--- src/rtl/mul_pkg.sv ---
// Shared definitions for the sequential shift-add multiplier: state encoding
// and the bit-serial two's-complement negate step.
package mul_pkg;

  localparam logic [1:0] S_IDLE = 2'd0;
  localparam logic [1:0] S_RUN  = 2'd1;
  localparam logic [1:0] S_DONE = 2'd2;

  typedef enum logic [1:0] {
    IDLE = S_IDLE,
    RUN  = S_RUN,
    DONE = S_DONE
  } state_t;

  // One bit of a conditional negate: -x flips every bit above the lowest set bit.
  function automatic logic cneg_bit(input logic neg, input logic x, input logic seen_one);
    return x ^ (neg & seen_one);
  endfunction

endpackage

--- src/rtl/mul_cneg.sv ---
// Conditional two's-complement negate, y = neg ? -x : x, any width.
module mul_cneg
  import mul_pkg::*;
#(
  parameter int W = 8
) (
  input  logic [W-1:0] x,
  input  logic         neg,
  output logic [W-1:0] y
);

  always_comb begin
    logic seen_one;
    seen_one = 1'b0;
    y = '0;
    for (int i = 0; i < W; i++) begin
      y[i] = cneg_bit(neg, x[i], seen_one);
      seen_one = seen_one | x[i];
    end
  end

endmodule

--- src/rtl/mul_seq.sv ---
// Sequential shift-add multiplier, WIDTH_A x WIDTH_B, signed or unsigned per
// transaction, fixed WIDTH_B-cycle latency, valid/ready on both sides.
module mul_seq
  import mul_pkg::*;
#(
  parameter int WIDTH_A = 8,
  parameter int WIDTH_B = 8,
  parameter int CNT_W   = $clog2(WIDTH_B + 1)
) (
  input  logic                       clk,
  input  logic                       rst,
  input  logic                       in_valid,
  output logic                       in_ready,
  input  logic [WIDTH_A-1:0]         a,
  input  logic [WIDTH_B-1:0]         b,
  input  logic                       is_signed,
  output logic                       out_valid,
  input  logic                       out_ready,
  output logic [WIDTH_A+WIDTH_B-1:0] p,
  output logic [1:0]                 dbg_state
);

  localparam int PW = WIDTH_A + WIDTH_B;

  // Handshake: a transfer happens on a rising edge where valid && ready are
  // both high; ready never depends on valid, and valid holds until accepted.

  state_t              state, state_nxt;
  logic [WIDTH_A-1:0]  ma, abs_a;
  logic [WIDTH_B-1:0]  mb, abs_b;
  logic [PW-1:0]       acc, acc_nxt, p_fin;
  logic [CNT_W-1:0]    cnt;
  logic                neg;
  logic                last;

  mul_cneg #(.W(WIDTH_A)) u_abs_a (
    .x   (a),
    .neg (is_signed & a[WIDTH_A-1]),
    .y   (abs_a)
  );

  mul_cneg #(.W(WIDTH_B)) u_abs_b (
    .x   (b),
    .neg (is_signed & b[WIDTH_B-1]),
    .y   (abs_b)
  );

  // Final sign fix operates on the accumulator value including the last add.
  mul_cneg #(.W(PW)) u_fix (
    .x   (acc_nxt),
    .neg (neg),
    .y   (p_fin)
  );

  assign acc_nxt   = acc + (mb[0] ? ({{WIDTH_B{1'b0}}, ma} << cnt) : '0);
  assign last      = (cnt == CNT_W'(WIDTH_B - 1));
  assign dbg_state = state;

  always_comb begin
    state_nxt = state;
    in_ready  = 1'b0;
    out_valid = 1'b0;
    case (state)
      IDLE: begin
        in_ready = 1'b1;
        if (in_valid) state_nxt = RUN;
      end
      RUN: begin
        if (last) state_nxt = DONE;
      end
      DONE: begin
        out_valid = 1'b1;
        if (out_ready) state_nxt = IDLE;
      end
      default: state_nxt = IDLE;
    endcase
  end

  always_ff @(posedge clk or negedge rst) begin
    if (!rst) state <= IDLE;
    else      state <= state_nxt;
  end

  always_ff @(posedge clk or negedge rst) begin
    if (!rst) begin
      ma  <= '0;
      mb  <= '0;
      neg <= 1'b0;
      acc <= '0;
      cnt <= '0;
      p   <= '0;
    end else begin
      case (state)
        IDLE: begin
          if (in_valid) begin
            ma  <= abs_a;
            mb  <= abs_b;
            neg <= is_signed & (a[WIDTH_A-1] ^ b[WIDTH_B-1]);
            acc <= '0;
            cnt <= '0;
          end
        end
        RUN: begin
          acc <= acc_nxt;
          mb  <= mb >> 1;
          cnt <= cnt + 1'b1;
          if (last) p <= p_fin;
        end
        default: ;
      endcase
    end
  end

endmodule
--- config.mk ---
export PLATFORM = sky130hd
export DESIGN_NAME = mul_seq
export DESIGN_NICKNAME = d
export VERILOG_FILES = /design/src/rtl/mul_pkg.sv /design/src/rtl/mul_cneg.sv /design/src/rtl/mul_seq.sv
export SDC_FILE = /design/constraint.sdc
export NUM_CORES = 1
export LEC_CHECK = 0
export CORE_MARGIN = 1.5
export CORE_UTILIZATION = 45
export DETAILED_ROUTE_END_ITERATION = 16
export HOLD_SLACK_MARGIN = 0.1
export PLACE_DENSITY = 0.65
export SETUP_SLACK_MARGIN = 0.05
export SYNTH_ARGS = -nofsm -noshare
export SYNTH_HDL_FRONTEND = slang
export SYNTH_HIERARCHICAL = 1
export SYNTH_SLANG_ARGS = --single-unit
--- constraint.sdc ---
create_clock -name clk -period 9.8 [get_ports clk]
set_input_delay 1.96 -clock clk [delete_from_list [all_inputs] [get_ports clk]]
set_output_delay 1.96 -clock clk [all_outputs]
set_load 0.03 [all_outputs]
==> impl_metrics.toml, run 1 <==
[outcome]
status = "finished, final reports clean"

[yosys]
ys.warnings.count = 6
synth_area_leaders = "dfrtp_1, xnor2_1, mux2_1, nand2_1, ha_1"
synth-seq-cells = 55
synthAdderAreaFrac = 0.0543
synth_fp_nets = 479
synth_compound_area_frac = 0.184
synth_cell_types = 60
syn_area_sq_um = 4060
yosys.area.top_type = "dfrtp_1"
synth_cells = 441
synth_top_family_by_area = "compound AO/OA/AOI/OAI gates"
avgSynthCellArea_sq_um = 9.20
synth_edf_count = 0
seq_area_frac_synth = 0.339
synth_ff_type = "dfrtp_1"
synth.area.mux_share = 0.126
synth-xor-area-share = 0.101
synthSimpleGateAreaFrac = 0.157
synth_top_area_frac = 0.339
async_reset_ff_frac = 1.00

[clocking]
holdBufCountCts = 0
cts_tree = "yes"
clk_path_buf_depth = 2
cts-buffers-inserted = 5
cts_max_level = 2
post_cts_buffers = 0
insertion_delay_ns = 0.31
clk_pin_slew_ns = 0.10
cts_resized = 0
cts_root_buf = "clkbuf_8"
cts.sinks = 55

[place]
hpwl_um = 6380
portBuffers = 40
gp_congestion = 0.886
dp_cells = 566

[cells_and_area]
diodes = 0
syn_to_final_growth_pct = 13.6
layout_commonest_cell = "nand2_1"
fin_util = 0.529
drive_above_1_share = 0.0687
multi_input_area_sq_um = 2530
num-fill-cells = 807
nNetsFinal = 503
final_cell_mix = "nand2_1, dfrtp_1, clkdlybuf4s50_1"
seq_area_sq_um = 1380
fin_cells = 574

[timing]
fin_worst_skew_ns = 0.00686
max_freq_mhz = 230
slew_violations = 0
fin_tns_setup_ns = 0
holdWs_ns = 0.489
worst_pin_slew_ns = 0.897
period_minus_slack_ns = 4.34
setup_viol = 0
relSlewSlack = 0.402
final-hold-violation-count = 0
min_period_over_period = 0.443
rsz0062_at_grt = "false"

[critical_path]
crit_chain = "mux2i_1 > o21ai_1 > nor3b_1 > ha_1 > a21o_1 > a21oi_1 > o21ai_1 > a31oi_1 > xnor2_1 > nor4_2 > nand3_2 > o31ai_2 > xnor2_1 > mux2_1"
crit_type = "reg -> reg"
rr_startpoint = "cnt[1]"
critPathLaunchType = "register"
r2r-end = "p[15]"
critPathTopFamily = "compound AO/OA/AOI/OAI gates"
cp.arrival_ns = 4.54
cp_num_buf_inv = 0
critPathSlowestCell = "dfrtp_1"
rr_worst_depth = 14
end_kind = "register"
ff2ff_setup_slack_ns = 5.46
max_stage_delay_ns = 0.78
path_max_fanout = 19
required_ns = 10.00

[route]
via_count = 3259
ant_nets = 0
wl_per_cell_um = 15.1
drt_iter0_drc = 167
dr.pass1.iters = 4
drt-total-wl_um = 8650
vias_per_cell = 5.68
drc = 0

[grt]
antenna_found_initial = 0
grt_use_total = 0.186
grt.overflow.total = 0
grt_max_degree = 56
grt_pass1_wl_um = 14800
grt_pass1_vias = 3021

[hold_path]
min_path_cells = 1
hp-class = "reg -> reg"
min_from = "p[4]"
min_to = "p[4]"

[floorplan]
rows = 34
core_sq_um = 8720
start_util = 0.465
fp.dieH_um = 98.0
pin_count = 41
dieArea_sq_um = 9600
dieWidth_um = 98.0

[power_and_ir_drop]
vdd_drop_max_mv = 0.128
power_per_cell_area_nw_per_um2 = 331
power_leakage_nw = 1.89

[job]
maxCapViolCount = 0
-- sequential cells by signal, summed over array words and instances (netlist names) --
register / flops
ma: 8
neg: 1
acc: 16
dbg_state: 2
p: 16
cnt: 4
mb: 8
-- area by class of cell --
type / count / share of cell area
well taps: 108 / 0.0293
flip-flops and latches: 55 / 0.299
multi-input cells: 351 / 0.549
clock buffers: 6 / 0.0179
inverters: 9 / 0.00733
clock inverters: 2 / 0.00760
repair buffers: 43 / 0.0906
-- Yosys cell counts, types with 9 or more instances --
library cell / n
dfrtp_1: 55
ha_1: 16
o21ai_1: 36
nand2_1: 60
a21oi_1: 19
o21ai_0: 13
mux2_1: 27
inv_1: 9
mux2i_1: 13
clkbuf_1: 18
nor2_1: 15
xnor2_1: 38
nor2b_1: 11
-- logic make-up (layout without fill, tap and decap cells) --
logic type	after synthesis	count (layout)
AOI/OAI and AO/OA	116	116
adders and majority gates	17	17
xor gates and xnor gates	46	46
and+or+nand+nor	127	127
buffers and inverters	35	60
DFF	55	55
muxes	45	45
-- per-stage QoR --
| step | cell area (sq um) | setup slack (ns) | total power, mW |
|---|---|---|---|
| after floorplan | 4060 | 6.01 | 1.14 |
| after global placement | 4490 | 5.61 | 1.35 |
| after detailed placement | 4490 | 5.54 | 1.37 |
| after CTS | 4610 | 5.50 | 1.53 |
| after global routing | 4610 | 4.92 | 1.65 |
| final | 4610 | 5.46 | 1.52 |
-- metal layers --
| layer | part of all wire | vias to the layer above | global-route usage |
|---|---|---|---|
| met2 | 0.46 | 94 | 0.305 |
| met4 | 0.0098 | 0 | 0.0429 |
| met5 | 0 | - | 0 |
| li1 | - | 1616 | - |
| met3 | 0.042 | 9 | 0.0236 |
| met1 | 0.49 | 1540 | 0.262 |
-- worst max path at each step --
| stage | startpoint | endpoint | depth (start not counted) |
|---|---|---|---|
| after global placement | cnt[1] | p[15] | 13 |
| final | cnt[1] | p[15] | 14 |
| after CTS | cnt[1] | p[15] | 14 |
| after detailed placement | cnt[1] | p[15] | 14 |
| after global routing | cnt[1] | p[14] | 14 |
| after floorplan | cnt[2] | p[15] | 15 |
-- power breakdown --
group / internal (mW) / switching [mW] / total [mW]
clock network: 0.0829 / 0.0777 / 0.161
registers: 0.325 / 0.112 / 0.436
logic: 0.405 / 0.523 / 0.928
total: 0.813 / 0.712 / 1.52
Power figures use the tool's default switching activity.
==> inputs of run 2 (changes only) <==
PLACE_DENSITY = 0.68   (was 0.65)
clock period = 3.6 ns   (was 9.8 ns; I/O delays follow)
==> impl_metrics.toml, run 2 (same netlist as run 1, synthesis figures left out) <==
[timing]
setup_viol = 4
period_minus_slack_ns = 3.70
fin_worst_skew_ns = 0.00541
rsz0062_at_grt = "true"
slew_violations = 0
min_period_over_period = 1.03
max_freq_mhz = 270
final-hold-violation-count = 0
relSlewSlack = 0.390
fin_tns_setup_ns = -0.317
worst_pin_slew_ns = 0.914
layout_setup_ws_ns = -0.0973

[route]
drc = 0
dr.pass1.iters = 4
drt-total-wl_um = 9880
via_count = 3503
ant_nets = 0
vias_per_cell = 5.46
drt_iter0_drc = 79
wl_per_cell_um = 15.4

[clocking]
cts_root_buf = "clkbuf_8"
insertion_delay_ns = 0.31
cts_max_level = 2
cts_tree = "yes"
cts-buffers-inserted = 5
cts.sinks = 55
clk_path_buf_depth = 2
clk_pin_slew_ns = 0.10

[job]
maxCapViolCount = 0

[critical_path]
end_kind = "register"
ff2ff_setup_slack_ns = -0.1
path_max_fanout = 6
cp.arrival_ns = 3.90
crit_type = "reg -> reg"
required_ns = 3.80
critPathLaunchType = "register"

[floorplan]
core_sq_um = 8720
start_util = 0.465
fp.dieH_um = 98.0
dieArea_sq_um = 9600
pin_count = 41
dieWidth_um = 98.0
rows = 34

[cells_and_area]
syn_to_final_growth_pct = 33.0
top_regs = "acc: 16 flops, p: 16 flops"
final_cell_mix = "buf_4, nand2_1, dfrtp_1"
diodes = 0
drive_above_1_share = 0.274
num-fill-cells = 756
fin_util = 0.619
layout_commonest_cell = "buf_4"
nNetsFinal = 571

[hold_path]
hp-class = "in -> async"

[place]
hpwl_um = 7320
gp_congestion = 0.897
portBuffers = 40

[grt]
antenna_found_initial = 0
grt_use_total = 0.205
grt_max_degree = 37
grt.overflow.total = 0
grt_pass1_wl_um = 16000
grt_pass1_vias = 3342

[outcome]
status = "finished, violations left"
violations = "setup timing"

[power_and_ir_drop]
vdd_drop_max_mv = 0.400
power_leakage_nw = 2.25
power_per_cell_area_nw_per_um2 = 940
==> run 2: cell count changes in the layout (fill, tap and decap cells not counted), sizes merged <==
cell / change
inv: -1
buf: +68
bufinv: -1
clkinvlp: +1
==> run 2: where the power goes <==
| group | internal (mW) | leakage [nW] | switching [mW] |
|---|---|---|---|
| Sequential | 0.888 | 0.692 | 0.237 |
| Clock | 0.152 | 0.0470 | 0.202 |
| Combinational | 1.77 | 1.51 | 1.83 |
==> run 2: layout make-up <==
type | count | area, sq um | share of cell area
multi-input combinational | 351 | 2810 | 0.521
clock buffer | 6 | 82.6 | 0.0153
sequential | 55 | 1380 | 0.255
tap | 108 | 135 | 0.0250
clock inverter | 1 | 5.00 | 0.000927
inverter | 9 | 37.5 | 0.00696
timing repair buffer | 111 | 948 | 0.176
==> run 2: timing repair <==
action	4_1_cts	5_1_grt
hold endpoints to repair	0	0
setup endpoints to repair	6	10
gates resized for setup	15	43
hold buffers	0	0
pin swaps	10	23
buffers inserted	7	7
==> run 2: worst paths after layout <==
kind	from	to	depth (start not counted)
setup / recovery	cnt[1]	p[15]	14
hold / removal	rst	p[3]	1
setup reg to reg	cnt[1]	p[15]	14
hold reg to reg	p[9]	p[9]	1
max in group asynchronous	rst	dbg_state[0]	2
min in group clk	p[9]	p[9]	1
==> run 2: worst max-delay path: stages (launching register included) <==
cell	delay [ns]
dfrtp_1	0.41
buf_6	0.14
mux2_4	0.31
mux4_2	0.50
nor2b_4	0.15
ha_4	0.22
a21o_1	0.20
a31oi_2	0.25
o21ai_2	0.11
xor2_2	0.18
nor4_4	0.27
nand3_2	0.21
o31ai_4	0.26
xnor2_1	0.09
mux2_4	0.27
==> run 2: metrics by stage <==
step                setup slack [ns]  hold WS [ns]  area (sq um)  std cells  power (mW)
floorplan                     0.0796         0.424          4090        441        3.13
global placement             -0.0613         0.467          4950        621        4.24
detailed placement            -0.174         0.474          4950        621        4.32
CTS                           -0.110         0.410          5150        635        4.80
global route                  -0.236         0.426          5400        641        5.48
finish                       -0.0973         0.391          5400        641        5.07
==> run 2: routing by layer <==
layer  global-route usage  vias to the layer above  share of wire
met5                    0                        -              0
met4               0.0637                        0          0.015
met3               0.0322                       15          0.028
met2                0.358                       63           0.50
met1                0.261                     1669           0.45
li1                     -                     1756              -
==> inputs of run 3 (changes only) <==
CORE_MARGIN = 1   (was 1.5)
SETUP_SLACK_MARGIN = 0.5   (was 0.05)
==> impl_metrics.toml, run 3 (same netlist as run 1, synthesis figures left out) <==
[route]
drc = 0
drt-total-wl_um = 10500
wl_per_cell_um = 15.8
via_count = 3693
vias_per_cell = 5.58
dr.pass1.iters = 7
ant_nets = 0
drt_iter0_drc = 120

[timing]
relSlewSlack = 0.378
holdWs_ns = 0.492
final-hold-violation-count = 0
fin_worst_skew_ns = 0.00484
setup_viol = 3
fin_tns_setup_ns = -0.0420
min_period_over_period = 1.01
period_minus_slack_ns = 3.63
rsz0062_at_grt = "true"
layout_setup_ws_ns = -0.0282
worst_pin_slew_ns = 0.933
slew_violations = 0
max_freq_mhz = 276

[clocking]
cts-buffers-inserted = 5
cts_tree = "yes"
insertion_delay_ns = 0.31
clk_pin_slew_ns = 0.10
cts_root_buf = "clkbuf_8"
clk_path_buf_depth = 2
cts_max_level = 2
cts.sinks = 55
holdBufCountCts = 0

[grt]
grt_pass1_wl_um = 17200
grt.overflow.total = 0
grt_pass1_vias = 3650
grt_max_degree = 38
antenna_found_initial = 0
grt_use_total = 0.223

[hold_path]
hp-class = "reg -> reg"

[place]
portBuffers = 40
gp_congestion = 0.870
hpwl_um = 7420

[cells_and_area]
syn_to_final_growth_pct = 41.6
final_cell_mix = "buf_4, nand2_1, dfrtp_1"
nNetsFinal = 593
top_regs = "acc: 16 flops, p: 16 flops"
drive_above_1_share = 0.339
layout_commonest_cell = "buf_4"
fin_util = 0.659
diodes = 0

[critical_path]
end_kind = "register"
critPathLaunchType = "register"
required_ns = 3.80
cp.arrival_ns = 3.83
crit_type = "reg -> reg"
path_max_fanout = 5

[power_and_ir_drop]
power_leakage_nw = 2.42
vdd_drop_max_mv = 0.446
power_per_cell_area_nw_per_um2 = 954

[floorplan]
fp.dieH_um = 97.0
start_util = 0.465
pin_count = 41
rows = 34
dieArea_sq_um = 9400
core_sq_um = 8720
dieWidth_um = 97.0

[outcome]
status = "finished, violations left"
violations = "setup timing"

[job]
maxCapViolCount = 0
==> run 3: changes by cell type in the layout (fill, tap and decap cells not counted), moves of 3 or more <==
cell	before	now
buf_4	68	85
buf_6	2	8
ha_1	12	8
ha_4	4	7
mux2_1	25	22
nand2_1	60	57
nand2_2	1	4
o21ai_0	10	7
xnor2_1	37	32
xnor2_2	1	4
==> run 3: what timing repair did <==
item	in CTS	in global routing
pin swaps	14	18
setup buffers	17	7
setup endpoints to repair	16	17
gates resized for setup	27	57
gates cloned	0	0
==> run 3: metal layers <==
metal  track usage  up-vias  wire, um
li1              -     1801         -
met1         0.285     1772      4690
met2         0.393       99      5310
met3        0.0289       21       305
met4        0.0643        0       161
met5             0        -         0
==> run 3: area by class of cell <==
type | instances | area, sq um
fillers | 700 | 2980
repair buffers | 133 | 1120
flip-flops and latches | 55 | 1380
multi-input cells | 351 | 3000
well taps | 108 | 135
clock buffers | 6 | 72.6
inverters | 9 | 33.8
==> run 3: power breakdown <==
group | total (mW) | leakage [nW] | internal, mW | switching [mW]
combinational | 3.99 | 1.70 | 2.05 | 1.94
sequential | 1.16 | 0.691 | 0.888 | 0.272
clock | 0.330 | 0.0371 | 0.131 | 0.200
total | 5.48 | 2.42 | 3.07 | 2.42
==> run 3: worst paths after layout <==
path	slack (ns)	start	cells past startpoint	endpoint
min reg2reg	0.49	p[14]	1	p[14]
max in group asynchronous	2.31	rst	2	cnt[0]
max reg2reg	-0.03	cnt[1]	16	p[15]
max	-0.03	cnt[1]	16	p[15]
min	0.49	p[14]	1	p[14]
min in group asynchronous	0.50	rst	1	p[0]
==> run 3: worst max-delay path: stages, from the launching register on <==
cell and delay [ns]:
dfrtp_2 0.40, buf_6 0.13, mux2_2 0.37, mux2i_2 0.23, o21ai_2 0.10, nor2b_4 0.14
ha_4 0.28, nand2_1 0.05, o21ai_1 0.22, o211ai_1 0.19, a21oi_2 0.22, nor2b_2 0.06
xnor2_1 0.13, or3_4 0.39, o31ai_4 0.23, xnor2_1 0.10, mux2_4 0.26
==> run 3: stage by stage <==
| step | setup slack (ns) | area, sq um | power [mW] | instances |
|---|---|---|---|---|
| after floorplan | 0.163 | 4220 | 3.27 | 441 |
| after global placement | -0.173 | 5120 | 4.38 | 632 |
| after detailed placement | -0.222 | 5120 | 4.48 | 632 |
| after CTS | 0.00732 | 5410 | 5.06 | 655 |
| after global routing | -0.179 | 5740 | 5.87 | 662 |
| final | -0.0282 | 5740 | 5.48 | 662 |
